[src/rtl/recip_sched_pkg.sv]
// rtl/recip_sched_pkg.sv - shared state encoding and constants for the channel scheduler
package recip_sched_pkg;

   typedef enum logic [2:0] {
      S_IDLE     = 3'd0,
      S_ARM      = 3'd1,
      S_COUNT    = 3'd2,
      S_WAIT_TDC = 3'd3,
      S_OUT      = 3'd4
   } sched_state_t;

   localparam int MIN_N            = 2;
   localparam int DEF_TIMEOUT_CLKS = 5_000_000;

endpackage

[src/rtl/recip_rr_pick.sv]
// rtl/recip_rr_pick.sv - round-robin picker: first set mask bit at or after ptr, wrapping
module recip_rr_pick #(
   parameter int NUM_CH = 4,
   parameter int CH_W   = 2
) (
   input  logic [NUM_CH-1:0] mask,
   input  logic [CH_W-1:0]   ptr,
   output logic              found,
   output logic [CH_W-1:0]   idx
);

   logic [NUM_CH-1:0] rotated;
   logic [CH_W-1:0]   offset;
   logic [CH_W:0]     sum;

   // rotate so ptr sits at bit 0, priority-encode the lowest set bit, then undo the rotation
   always_comb begin
      rotated = NUM_CH'({mask, mask} >> ptr);
      offset  = '0;
      for (int i = NUM_CH - 1; i >= 0; i--) begin
         if (rotated[i]) offset = CH_W'(i);
      end
      sum = {1'b0, ptr} + {1'b0, offset};
      if (sum >= (CH_W+1)'(NUM_CH)) sum = sum - (CH_W+1)'(NUM_CH);
      found = |mask;
      idx   = sum[CH_W-1:0];
   end

endmodule

[src/rtl/recip_chan_scheduler.sv]
// rtl/recip_chan_scheduler.sv - shares one TDC across sensor channels for reciprocal frequency windows
module recip_chan_scheduler
   import recip_sched_pkg::*;
#(
   parameter int NUM_CH       = 4,
   parameter int CH_W         = 2,
   parameter int COARSE_WIDTH = 24,
   parameter int TIMEOUT_CLKS = DEF_TIMEOUT_CLKS
) (
   input  logic                    clk,
   input  logic                    rst,
   input  logic [NUM_CH-1:0]       sensor_edge,
   input  logic [NUM_CH-1:0]       ch_enable,
   input  logic [15:0]             n_cycles,
   output logic                    tdc_start,
   output logic                    tdc_stop,
   output logic                    tdc_ack,
   input  logic                    tdc_valid,
   input  logic [COARSE_WIDTH-1:0] tdc_coarse,
   output logic                    res_valid,
   input  logic                    res_ready,
   output logic [CH_W-1:0]         res_ch,
   output logic [15:0]             res_n,
   output logic [COARSE_WIDTH-1:0] res_coarse,
   output logic                    res_timeout,
   output logic                    busy
);

   localparam logic [31:0] TMO_LAST = 32'(TIMEOUT_CLKS - 1);

   sched_state_t    state, next_state;
   logic [CH_W-1:0] rr_ptr, cur_ch, pick_idx;
   logic            pick_found;
   logic [15:0]     n_lat, cnt, n_eff;
   logic [31:0]     timer;
   logic            cur_edge, expire;
   logic            arm_edge, arm_tmo, count_edge, count_last, count_tmo;
   logic            tdc_done, tdc_tmo, accept;

   recip_rr_pick #(.NUM_CH(NUM_CH), .CH_W(CH_W)) u_pick (
      .mask  (ch_enable),
      .ptr   (rr_ptr),
      .found (pick_found),
      .idx   (pick_idx)
   );

   assign cur_edge  = sensor_edge[cur_ch];
   assign expire    = (timer >= TMO_LAST);
   assign n_eff     = (n_cycles < 16'(MIN_N)) ? 16'(MIN_N) : n_cycles;
   assign res_valid = (state == S_OUT);
   assign busy      = (state != S_IDLE);
   assign res_ch    = cur_ch;

   // state register
   always_ff @(posedge clk or posedge rst) begin
      if (rst) state <= S_IDLE;
      else     state <= next_state;
   end

   // next-state decode; edges take priority over a coincident timer expiry
   always_comb begin
      next_state = state;
      arm_edge   = 1'b0;
      arm_tmo    = 1'b0;
      count_edge = 1'b0;
      count_last = 1'b0;
      count_tmo  = 1'b0;
      tdc_done   = 1'b0;
      tdc_tmo    = 1'b0;
      accept     = 1'b0;
      case (state)
         S_IDLE: begin
            if (pick_found) next_state = S_ARM;
         end
         S_ARM: begin
            if (cur_edge) begin
               arm_edge   = 1'b1;
               next_state = S_COUNT;
            end else if (expire) begin
               arm_tmo    = 1'b1;
               next_state = S_OUT;
            end
         end
         S_COUNT: begin
            if (cur_edge) begin
               count_edge = 1'b1;
               if (cnt == n_lat - 16'd1) begin
                  count_last = 1'b1;
                  next_state = S_WAIT_TDC;
               end
            end else if (expire) begin
               count_tmo  = 1'b1;
               next_state = S_WAIT_TDC;
            end
         end
         S_WAIT_TDC: begin
            if (tdc_valid) begin
               tdc_done   = 1'b1;
               next_state = S_OUT;
            end else if (expire) begin
               tdc_tmo    = 1'b1;
               next_state = S_OUT;
            end
         end
         S_OUT: begin
            if (res_ready) begin
               accept     = 1'b1;
               next_state = S_IDLE;
            end
         end
         default: next_state = S_IDLE;
      endcase
   end

   // datapath: TDC pulses one cycle after their trigger, window latches, timer, round-robin pointer
   always_ff @(posedge clk or posedge rst) begin
      if (rst) begin
         tdc_start   <= 1'b0;
         tdc_stop    <= 1'b0;
         tdc_ack     <= 1'b0;
         timer       <= '0;
         rr_ptr      <= '0;
         cur_ch      <= '0;
         n_lat       <= '0;
         cnt         <= '0;
         res_n       <= '0;
         res_coarse  <= '0;
         res_timeout <= 1'b0;
      end else begin
         tdc_start <= arm_edge;
         tdc_stop  <= count_last | count_tmo;
         tdc_ack   <= tdc_done;

         if (next_state != state || count_edge) timer <= '0;
         else if (timer != '1)                  timer <= timer + 32'd1;

         if (state == S_IDLE && pick_found) begin
            cur_ch      <= pick_idx;
            n_lat       <= n_eff;
            cnt         <= '0;
            res_n       <= '0;
            res_coarse  <= '0;
            res_timeout <= 1'b0;
         end
         if (arm_edge)   cnt <= 16'd1;
         if (count_edge) cnt <= cnt + 16'd1;
         if (arm_tmo) begin
            res_timeout <= 1'b1;
            res_n       <= '0;
            res_coarse  <= '0;
         end
         if (count_last) res_n <= n_lat;
         if (count_tmo) begin
            res_n       <= cnt;
            res_timeout <= 1'b1;
         end
         if (tdc_done) res_coarse <= tdc_coarse;
         if (tdc_tmo) begin
            res_coarse  <= '0;
            res_timeout <= 1'b1;
         end
         if (accept) begin
            res_timeout <= 1'b0;
            rr_ptr      <= (cur_ch == CH_W'(NUM_CH - 1)) ? '0 : cur_ch + 1'b1;
         end
      end
   end

endmodule

[config.mk]
export PLATFORM = sky130hd
export DESIGN_NAME = recip_chan_scheduler
export DESIGN_NICKNAME = d
export VERILOG_FILES = /design/src/rtl/recip_sched_pkg.sv /design/src/rtl/recip_rr_pick.sv /design/src/rtl/recip_chan_scheduler.sv
export SDC_FILE = /design/constraint.sdc
export NUM_CORES = 1
export LEC_CHECK = 0
export BUFFER_PORTS_ARGS = -buffer_cell sky130_fd_sc_hd__buf_2
export CAP_MARGIN = 25
export CELL_PAD_IN_SITES_DETAIL_PLACEMENT = 1
export CELL_PAD_IN_SITES_GLOBAL_PLACEMENT = 2
export CORE_UTILIZATION = 35
export DETAILED_ROUTE_END_ITERATION = 10
export GPL_ROUTABILITY_DRIVEN = 0
export GPL_TIMING_DRIVEN = 0
export PLACE_DENSITY = 0.8
export SLEW_MARGIN = 20
export SYNTH_ARGS = -nofsm -noshare
export SYNTH_HDL_FRONTEND = slang
export SYNTH_SLANG_ARGS = --single-unit
[constraint.sdc]
create_clock -name clk -period 5.3 [get_ports clk]
set_clock_uncertainty 0.1 [all_clocks]
set_input_delay 1.06 -clock clk [delete_from_list [all_inputs] [get_ports clk]]
set_output_delay 1.06 -clock clk [all_outputs]
set_load 0.01 [all_outputs]
==> results of run 1 <==
## critical path, stage by stage (launching register included)
cell and delay (ps):
dfrtp_1 470, inv_1 110, ha_1 280, or4b_1 450, buf_2 190, a21boi_1 160
a221oi_1 90, nor3_1 370, nor4_4 130, a2111oi_4 650, buf_6 230, a221o_1 160
## state kept, by name, indices dropped and copies added (netlist names)
register,cells
res_n,16
tdc_start,1
timer,32
state,3
res_ch,2
rr_ptr,2
res_timeout,1
n_lat,16
cnt,16
tdc_stop,1
tdc_ack,1
res_coarse,24
## power groups by stage
stage / logic [µW] / registers [µW] / clock network [µW]
3_5_place_dp: 1330 / 1260 / 0
2_1_floorplan: 858 / 1250 / 0
6_report: 1320 / 1240 / 1100
3_3_place_gp: 1270 / 1250 / 0
5_1_grt: 1460 / 1270 / 1170
4_1_cts: 1340 / 1250 / 1140
## area by class of cell
| class | instances | share of cell area |
|---|---|---|
| tap | 225 | 0.0374 |
| clock buffer | 18 | 0.0583 |
| inverter | 11 | 0.00615 |
| buffer | 33 | 0.0188 |
| multi-input combinational | 479 | 0.411 |
| sequential | 115 | 0.382 |
| timing repair buffer | 99 | 0.0688 |
| clock inverter | 14 | 0.0173 |
## metrics by stage
| step | total power [µW] | utilization | setup slack, ps | hold WS, ps |
|---|---|---|---|---|
| CTS | 3720 | 0.437 | 1820 | 400 |
| global placement | 2530 | 0.402 | -303 | 380 |
| global route | 3900 | 0.437 | 1610 | 411 |
| detailed placement | 2590 | 0.404 | 1720 | 378 |
| finish | 3660 | 0.437 | 1830 | 395 |
| floorplan | 2110 | - | 1100 | 371 |
## layer usage
layer	track usage	vias up	wire length, µm
li1	-	2547	-
met1	0.247	2770	7500
met2	0.374	68	9650
met3	0.0465	17	511
met4	0.0762	4	184
met5	0	-	27
## worst paths after layout
check | startpoint | endpoint | slack, ps | cells past startpoint
hold reg to reg | res_coarse[19]$_DFFE_PP0P_ | res_coarse[19]$_DFFE_PP0P_ | 400 | 1
max in group asynchronous | rst | n_lat[10]$_DFFE_PP0P_ | 3820 | 3
hold / removal | res_coarse[19]$_DFFE_PP0P_ | res_coarse[19]$_DFFE_PP0P_ | 400 | 1
min in group asynchronous | rst | res_coarse[2]$_DFFE_PP0P_ | 570 | 2
setup / recovery | n_lat[0]$_DFFE_PP0P_ | res_n[13]$_DFFE_PP0P_ | 1830 | 11
setup reg to reg | n_lat[0]$_DFFE_PP0P_ | res_n[13]$_DFFE_PP0P_ | 1830 | 11
## logic make-up after synthesis
kind of cell | count (synthesis) | share of synthesized area
simple gates | 285 | 0.246
compound gates | 137 | 0.170
flops | 115 | 0.468
xor+xnor | 49 | 0.0697
buf+inv | 44 | 0.0297
fa+ha+maj | 5 | 0.0102
mux | 3 | 0.00712
## placed cells by master, fill, tap and decap left out, types with 4 or more instances in the layout
master,Yosys,layout
clkinvlp_4,0,5
a31oi_1,9,9
and2_1,49,49
o21ai_1,4,4
a22o_1,25,25
nor2b_1,6,6
ha_1,5,5
xor2_1,15,15
and3_1,16,16
nand2_1,83,83
inv_1,11,10
nand4_1,16,16
clkbuf_1,28,28
nand3_1,23,23
nor2_1,33,33
nor4_1,6,6
xnor2_1,34,34
or4_1,5,5
a221o_1,16,16
clkinv_4,0,4
dfrtp_1,115,115
a21oi_1,12,12
clkbuf_16,0,17
buf_2,2,100
or3_1,6,6
o21ai_0,36,36
nor3_1,16,16
## Yosys cell counts, types with 3 or more instances
| cell | instances | area share |
|---|---|---|
| nor4_1 | 6 | 0.0061 |
| o21ai_0 | 36 | 0.029 |
| dfrtp_1 | 115 | 0.47 |
| nor3b_1 | 3 | 0.0037 |
| nand2_1 | 83 | 0.051 |
| a31oi_1 | 9 | 0.0091 |
| a21oi_1 | 12 | 0.0098 |
| nor2b_1 | 6 | 0.0061 |
| a21boi_0 | 3 | 0.0037 |
| clkbuf_1 | 28 | 0.017 |
| xor2_1 | 15 | 0.021 |
| inv_1 | 11 | 0.0067 |
| a22o_1 | 25 | 0.036 |
| a221o_1 | 16 | 0.026 |
| o21ai_1 | 4 | 0.0033 |
| and2_1 | 49 | 0.050 |
| ha_1 | 5 | 0.010 |
| and3b_1 | 3 | 0.0043 |
| nand4_1 | 16 | 0.016 |
| nand3b_1 | 3 | 0.0037 |
| nor3_1 | 16 | 0.013 |
| a211oi_1 | 3 | 0.0037 |
| nand2b_1 | 3 | 0.0031 |
| and3_1 | 16 | 0.016 |
| or4_1 | 5 | 0.0061 |
| a221oi_1 | 3 | 0.0043 |
| or2_2 | 3 | 0.0031 |
| or3_1 | 6 | 0.0061 |
| xnor2_1 | 34 | 0.048 |
| nor2_1 | 33 | 0.020 |
| nand3_1 | 23 | 0.019 |
==> results.tsv, run 1 <==
stage	metric	value	unit
synth	Syn Std Cell Area	0.00615	mm²
worst_setup_path	critical path arrival	3720	ps
clock_tree	H-tree depth	4	
floorplanning	Initial Utilization	0.357	
status	status	complete, no violations	
power	Clock Power Share	0.302	
global_routing	initial antenna violation count	2	
clock_tree	Root Driver	clkbuf_16	
cells_and_area	area grow syn2layout	22.3	%
clock_tree	Clock Latency Late Sink	420	ps
power	LEAKAGE	0.00356	µW
floorplanning	DIE WIDTH	135	µm
placed_design	hpwl dp	13100	µm
power	Psw	1440	µW
timing	Final TNS setup	0	ps
floorplanning	total die area	0.0181	mm²
placed_design	port buffer count	98	
clock_tree	CTS buffer count	17	
route	1st-iter DRT viols	211	
synth	ys async rst share	1.00	
global_routing	number of global-route vias before repair	5627	
power	Power Dens Cells	487	mW/mm²
timing	Setup violations, final	0	
timing	Slew headroom	0.294	
clock_tree	hold_buf cts	0	
synth	Avg Inst Size Synth	9.64	µm²
worst_setup_path	Crit Path Max Fanout	10	
power	Max rail drop VDD	0.000266	V
floorplanning	Die Ht	135	µm
timing	FMAX	288	MHz
global_routing	Tot GR Track Use	0.210	
floorplanning	I/O pin cnt	100	
global_routing	total grt overflow	0	
worst_setup_path	CP Launch Type	flop	
run	max-cap violations	0	
placed_design	Placed Area	0.00696	mm²
power	Reg power frac	0.339	
synth	Synth Flop Type	dfrtp_1	
floorplanning	row count	48	
timing	RSZ-0062 raised after global routing	false	
timing	Worst-Margin Slew	1060	ps
power	Sw Share	0.393	
route	Detailed Route WL	17900	µm
synth	Ys Warns	0	
worst_setup_path	CP Capture Type	flop	
floorplanning	Core Box Area	0.0172	mm²
route	DRT Pass-1 Iters	4	
route	via-per-instance ratio	5.44	
cells_and_area	share of layout cells above drive strength 1	0.196	
cells_and_area	area of the multi-input gates	0.00309	mm²
placed_design	Cells after DPL	962	
cells_and_area	# diodes	0	
route	DRC Markers	0	
route	DR WL/cell	18.0	µm
timing	final worst-path cycle share	0.655	
clock_tree	CTS tree	yes	
cells_and_area	Sequential Area	0.00288	mm²
global_routing	first-pass GRT wire length	29500	µm
power	Gate power share	0.359	
cells_and_area	FILL cells	1969	
clock_tree	clock slew seen by the registers of the worst setup and hold paths	60	ps
power	Pint	2220	µW
route	vias post-DR	5406	
timing	Slew Limit Fails	0	
synth	Gate Count Post-Synth	638	
cells_and_area	fin area	0.00753	mm²
synth	sequential cell area fraction in the yosys report	0.468	
synth	Post-synth EDFFs	0	
worst_hold_path	worst hold path class	flop to flop	
timing	Hold Fails Final Rpt	0	
clock_tree	# resized after CTS	0	
clock_tree	clk sinks	115	
cells_and_area	nets	813	
synth	Mapped Nets	695	
global_routing	largest net degree at the start of global routing	70	
cells_and_area	non-filler instance count after layout	994	
clock_tree	postcts setup bufs	0	
synth	Synth cell types	68	
clock_tree	CTS Buffer Depth	2	
worst_setup_path	critical path class	flop to flop	
worst_setup_path	WP data required	5550	ps
route	antenna viol nets, final	0	
timing	fin crit period	3470	ps
synth	Synth Register Bits	115	
No activity file was read; power rests on OpenSTA's default activity.
==> run 2: changes to the inputs <==
--- a/config.mk
+++ b/config.mk
@@ -5,15 +5,16 @@
 export SDC_FILE = /design/constraint.sdc
 export NUM_CORES = 1
 export LEC_CHECK = 0
+export ABC_AREA = 1
 export BUFFER_PORTS_ARGS = -buffer_cell sky130_fd_sc_hd__buf_2
 export CAP_MARGIN = 25
 export CELL_PAD_IN_SITES_DETAIL_PLACEMENT = 1
 export CELL_PAD_IN_SITES_GLOBAL_PLACEMENT = 2
-export CORE_UTILIZATION = 35
+export CORE_UTILIZATION = 33
 export DETAILED_ROUTE_END_ITERATION = 10
 export GPL_ROUTABILITY_DRIVEN = 0
 export GPL_TIMING_DRIVEN = 0
-export PLACE_DENSITY = 0.8
+export PLACE_DENSITY = 0.81
 export SLEW_MARGIN = 20
 export SYNTH_ARGS = -nofsm -noshare
 export SYNTH_HDL_FRONTEND = slang
==> constraint.sdc (replaced) <==
create_clock -name clk -period 3.3 [get_ports clk]
set_clock_uncertainty 0.1 [all_clocks]
set_input_delay 0.66 -clock clk [delete_from_list [all_inputs] [get_ports clk]]
set_output_delay 0.66 -clock clk [all_outputs]
set_load 0.01 [all_outputs]
==> run 2 against run 1 <==
Cell count is 30% higher; non-clock buffer count is 11 lower; highest routed layer is now met4; sequential share of layout area down 3.3 points; total power rose by 73%; die area increased by 15%.
==> results.tsv, run 2 <==
stage	metric	value	unit	change
clock_tree	Root Driver	clkbuf_16		unchanged
synth	Mapped Nets	953		was 695
worst_setup_path	WP data required	3540	ps	was 5550 ps
status	status	complete, no violations		unchanged
worst_setup_path	worst r2r src	timer[0]$_DFFE_PP0P_		was n_lat[0]$_DFFE_PP0P_
synth	top post-synthesis cells by count	nand2_1 (254), dfrtp_1 (115), inv_1 (106)		was dfrtp_1 (115), nand2_1 (83), and2_1 (49)
worst_setup_path	CP Capture Type	flop		unchanged
placed_design	hpwl dp	15800	µm	was 13100 µm
clock_tree	Clock Latency Late Sink	420	ps	about the same
placed_design	port buffer count	99		was 98
synth	Gate Count Post-Synth	896		was 638
synth	Synth Register Bits	115		unchanged
clock_tree	clk sinks	115		unchanged
worst_setup_path	critical path arrival	2920	ps	was 3720 ps
clock_tree	CTS Buffer Depth	2		unchanged
worst_setup_path	worst r2r dst	timer[15]$_DFFE_PP0P_		was res_n[13]$_DFFE_PP0P_
synth	Synth cell types	43		was 68
run	max-cap violations	0		unchanged
timing	Hold Fails Final Rpt	0		unchanged
route	1st-iter DRT viols	171		was 211
synth	post-synth top area cell	dfrtp_1		unchanged
route	via-per-instance ratio	4.83		was 5.44
timing	Setup violations, final	0		unchanged
timing	Worst-Margin Slew	657	ps	was 1060 ps
worst_setup_path	critical path class	flop to flop		unchanged
synth	sequential cell area fraction in the yosys report	0.430		was 0.468
power	LEAKAGE	0.00394	µW	was 0.00356 µW
synth	ranking of synthesized cells by area	dfrtp_1 (43%), nand2_1 (14%), inv_1 (5.9%)		was dfrtp_1 (47%), nand2_1 (5.1%), and2_1 (5.0%)
worst_setup_path	R2R cell count	11		unchanged
synth	Synth Flop Type	dfrtp_1		unchanged
timing	RSZ-0062 raised after global routing	false		unchanged
synth	Ys Warns	0		unchanged
worst_hold_path	worst hold path class	primary input to asynchronous set/reset pin		was flop to flop
cells_and_area	share of layout cells above drive strength 1	0.206		was 0.196
floorplanning	total die area	0.0209	mm²	was 0.0181 mm²
worst_setup_path	Crit Path Max Fanout	7		was 10
global_routing	Tot GR Track Use	0.209		was 0.210
clock_tree	CTS tree	yes		unchanged
power	Max rail drop VDD	0.000373	V	was 0.000266 V
clock_tree	CTS buffer count	17		unchanged
timing	Worst Hold Margin	234	ps	was 395 ps
floorplanning	Core Box Area	0.0197	mm²	was 0.0172 mm²
global_routing	first-pass GRT wire length	33200	µm	was 29500 µm
timing	Slew Limit Fails	0		unchanged
cells_and_area	Sequential Area	0.00288	mm²	unchanged
worst_setup_path	R2R Setup Slk	620	ps	was 1830 ps
route	DRT Pass-1 Iters	6		was 4
synth	post-synth top area share	0.430		was 0.468
cells_and_area	area grow syn2layout	23.0	%	was 22.3%
global_routing	total grt overflow	0		unchanged
synth	Post-synth EDFFs	0		unchanged
timing	FMAX	373	MHz	was 288 MHz
synth	Avg Inst Size Synth	7.48	µm²	was 9.64 µm²
cells_and_area	nets	1074		was 813
cells_and_area	area of the multi-input gates	0.00328	mm²	was 0.00309 mm²
synth	cell with the most instances after synthesis	nand2_1		was dfrtp_1
clock_tree	H-tree depth	4		unchanged
timing	Slew headroom	0.558		was 0.294
cells_and_area	FILL cells	2505		was 1969
clock_tree	postcts setup bufs	0		unchanged
route	antenna viol nets, final	0		unchanged
route	Detailed Route WL	20300	µm	was 17900 µm
floorplanning	Die Ht	144	µm	was 135 µm
timing	final worst-path cycle share	0.812		was 0.655
worst_setup_path	CP Launch Type	flop		unchanged
cells_and_area	Largest Register	timer		unchanged
floorplanning	DIE WIDTH	144	µm	was 135 µm
cells_and_area	# diodes	0		unchanged
global_routing	largest net degree at the start of global routing	34		was 70
global_routing	number of global-route vias before repair	6367		was 5627
clock_tree	# resized after CTS	0		unchanged
floorplanning	Initial Utilization	0.341		was 0.357
cells_and_area	commonest non-fill, non-tap cell in the layout	nand2_1		was dfrtp_1
cells_and_area	most frequent cells in the layout	nand2_1 (254), dfrtp_1 (115), inv_1 (105)		was dfrtp_1 (115), buf_2 (100), nand2_1 (83)
cells_and_area	max reg flops	32		unchanged
floorplanning	I/O pin cnt	100		unchanged
synth	Syn Std Cell Area	0.00670	mm²	was 0.00615 mm²
floorplanning	row count	51		was 48
timing	Final TNS setup	0	ps	unchanged
clock_tree	clock slew seen by the registers of the worst setup and hold paths	60	ps	about the same
power	Power Dens Cells	769	mW/mm²	was 487 mW/mm²
route	vias post-DR	6252		was 5406
clock_tree	hold_buf cts	0		unchanged
synth	ys async rst share	1.00		unchanged
timing	fin crit period	2680	ps	was 3470 ps
route	DR WL/cell	15.7	µm	was 18.0 µm
route	DRC Markers	0		unchanged
global_routing	initial antenna violation count	0		was 2
cells_and_area	top flop regs	timer (32), res_coarse (24)		unchanged
## run 2: changes by cell type in the layout (fill, tap and decap cells not counted), sizes merged, moves of 24 or more
cell	change
inv	+100
and2	-49
nor2	+81
nand2	+179
o21ai	+26
nand3	+49
a22o	-24
## run 2: area by class of cell
type                       instances  share of cell area
buffer                            19              0.0144
clock buffer                      19              0.0538
clock inverter                    13              0.0251
inverter                         114              0.0524
multi-input combinational        648               0.398
sequential                       115               0.349
tap                              265              0.0402
timing repair buffer             102              0.0674
## run 2: power by group
part           switching [µW]  total, µW  internal [µW]
Sequential                309       2000           1700
Combinational            1520       2280            755
Clock                     692       2050           1360
## run 2: worst max path at each step
stage | from | to | cells past startpoint | slack [ps]
after detailed placement | n_lat[0]$_DFFE_PP0P_ | timer[23]$_DFFE_PP0P_ | 16 | 620
after CTS | n_lat[0]$_DFFE_PP0P_ | timer[23]$_DFFE_PP0P_ | 16 | 610
after global routing | timer[0]$_DFFE_PP0P_ | timer[13]$_DFFE_PP0P_ | 11 | 400
after floorplan | rst | cnt[0]$_DFFE_PP0P_ | 1 | 1140
after global placement | rst | n_lat[13]$_DFFE_PP0P_ | 2 | 220
final | timer[0]$_DFFE_PP0P_ | timer[15]$_DFFE_PP0P_ | 11 | 620
## run 2: kinds of logic (layout without fill, tap and decap cells)
group | after synthesis | count (layout) | synth area share
flops | 115 | 115 | 0.430
buf+inv | 133 | 267 | 0.0816
mux | 1 | 1 | 0.00149
compound gates | 111 | 111 | 0.0969
fa+ha+maj | 5 | 5 | 0.00934
xor+xnor | 29 | 29 | 0.0379
simple gates | 502 | 502 | 0.343
## run 2: per-layer routing
metal | part of all wire | GRT usage
met1 | 0.48 | 0.272
met2 | 0.48 | 0.350
met3 | 0.018 | 0.0374
met4 | 0.017 | 0.0643
met5 | 0 | 0
## run 2: per-stage QoR
step | std cells | setup WS [ps] | instance area [µm²] | power [µW] | util
3_3_place_gp | 1260 | 221 | 7530 | 4280 | 0.383
2_1_floorplan | 896 | 1140 | 6700 | 3530 | -
5_1_grt | 1295 | 398 | 8240 | 6760 | 0.419
3_5_place_dp | 1263 | 624 | 7590 | 4330 | 0.386
4_1_cts | 1295 | 606 | 8240 | 6410 | 0.419
6_report | 1295 | 620 | 8240 | 6330 | 0.419
## run 2: critical path: stages (launching register included)
cell,delay [ps]
dfrtp_1,400
ha_1,260
nand3_2,150
nor2_2,200
nand3_2,180
nor3_2,310
nand3_1,410
nand2_1,210
nor2_1,80
nand4_1,90
o21ai_1,90
nor2_1,120
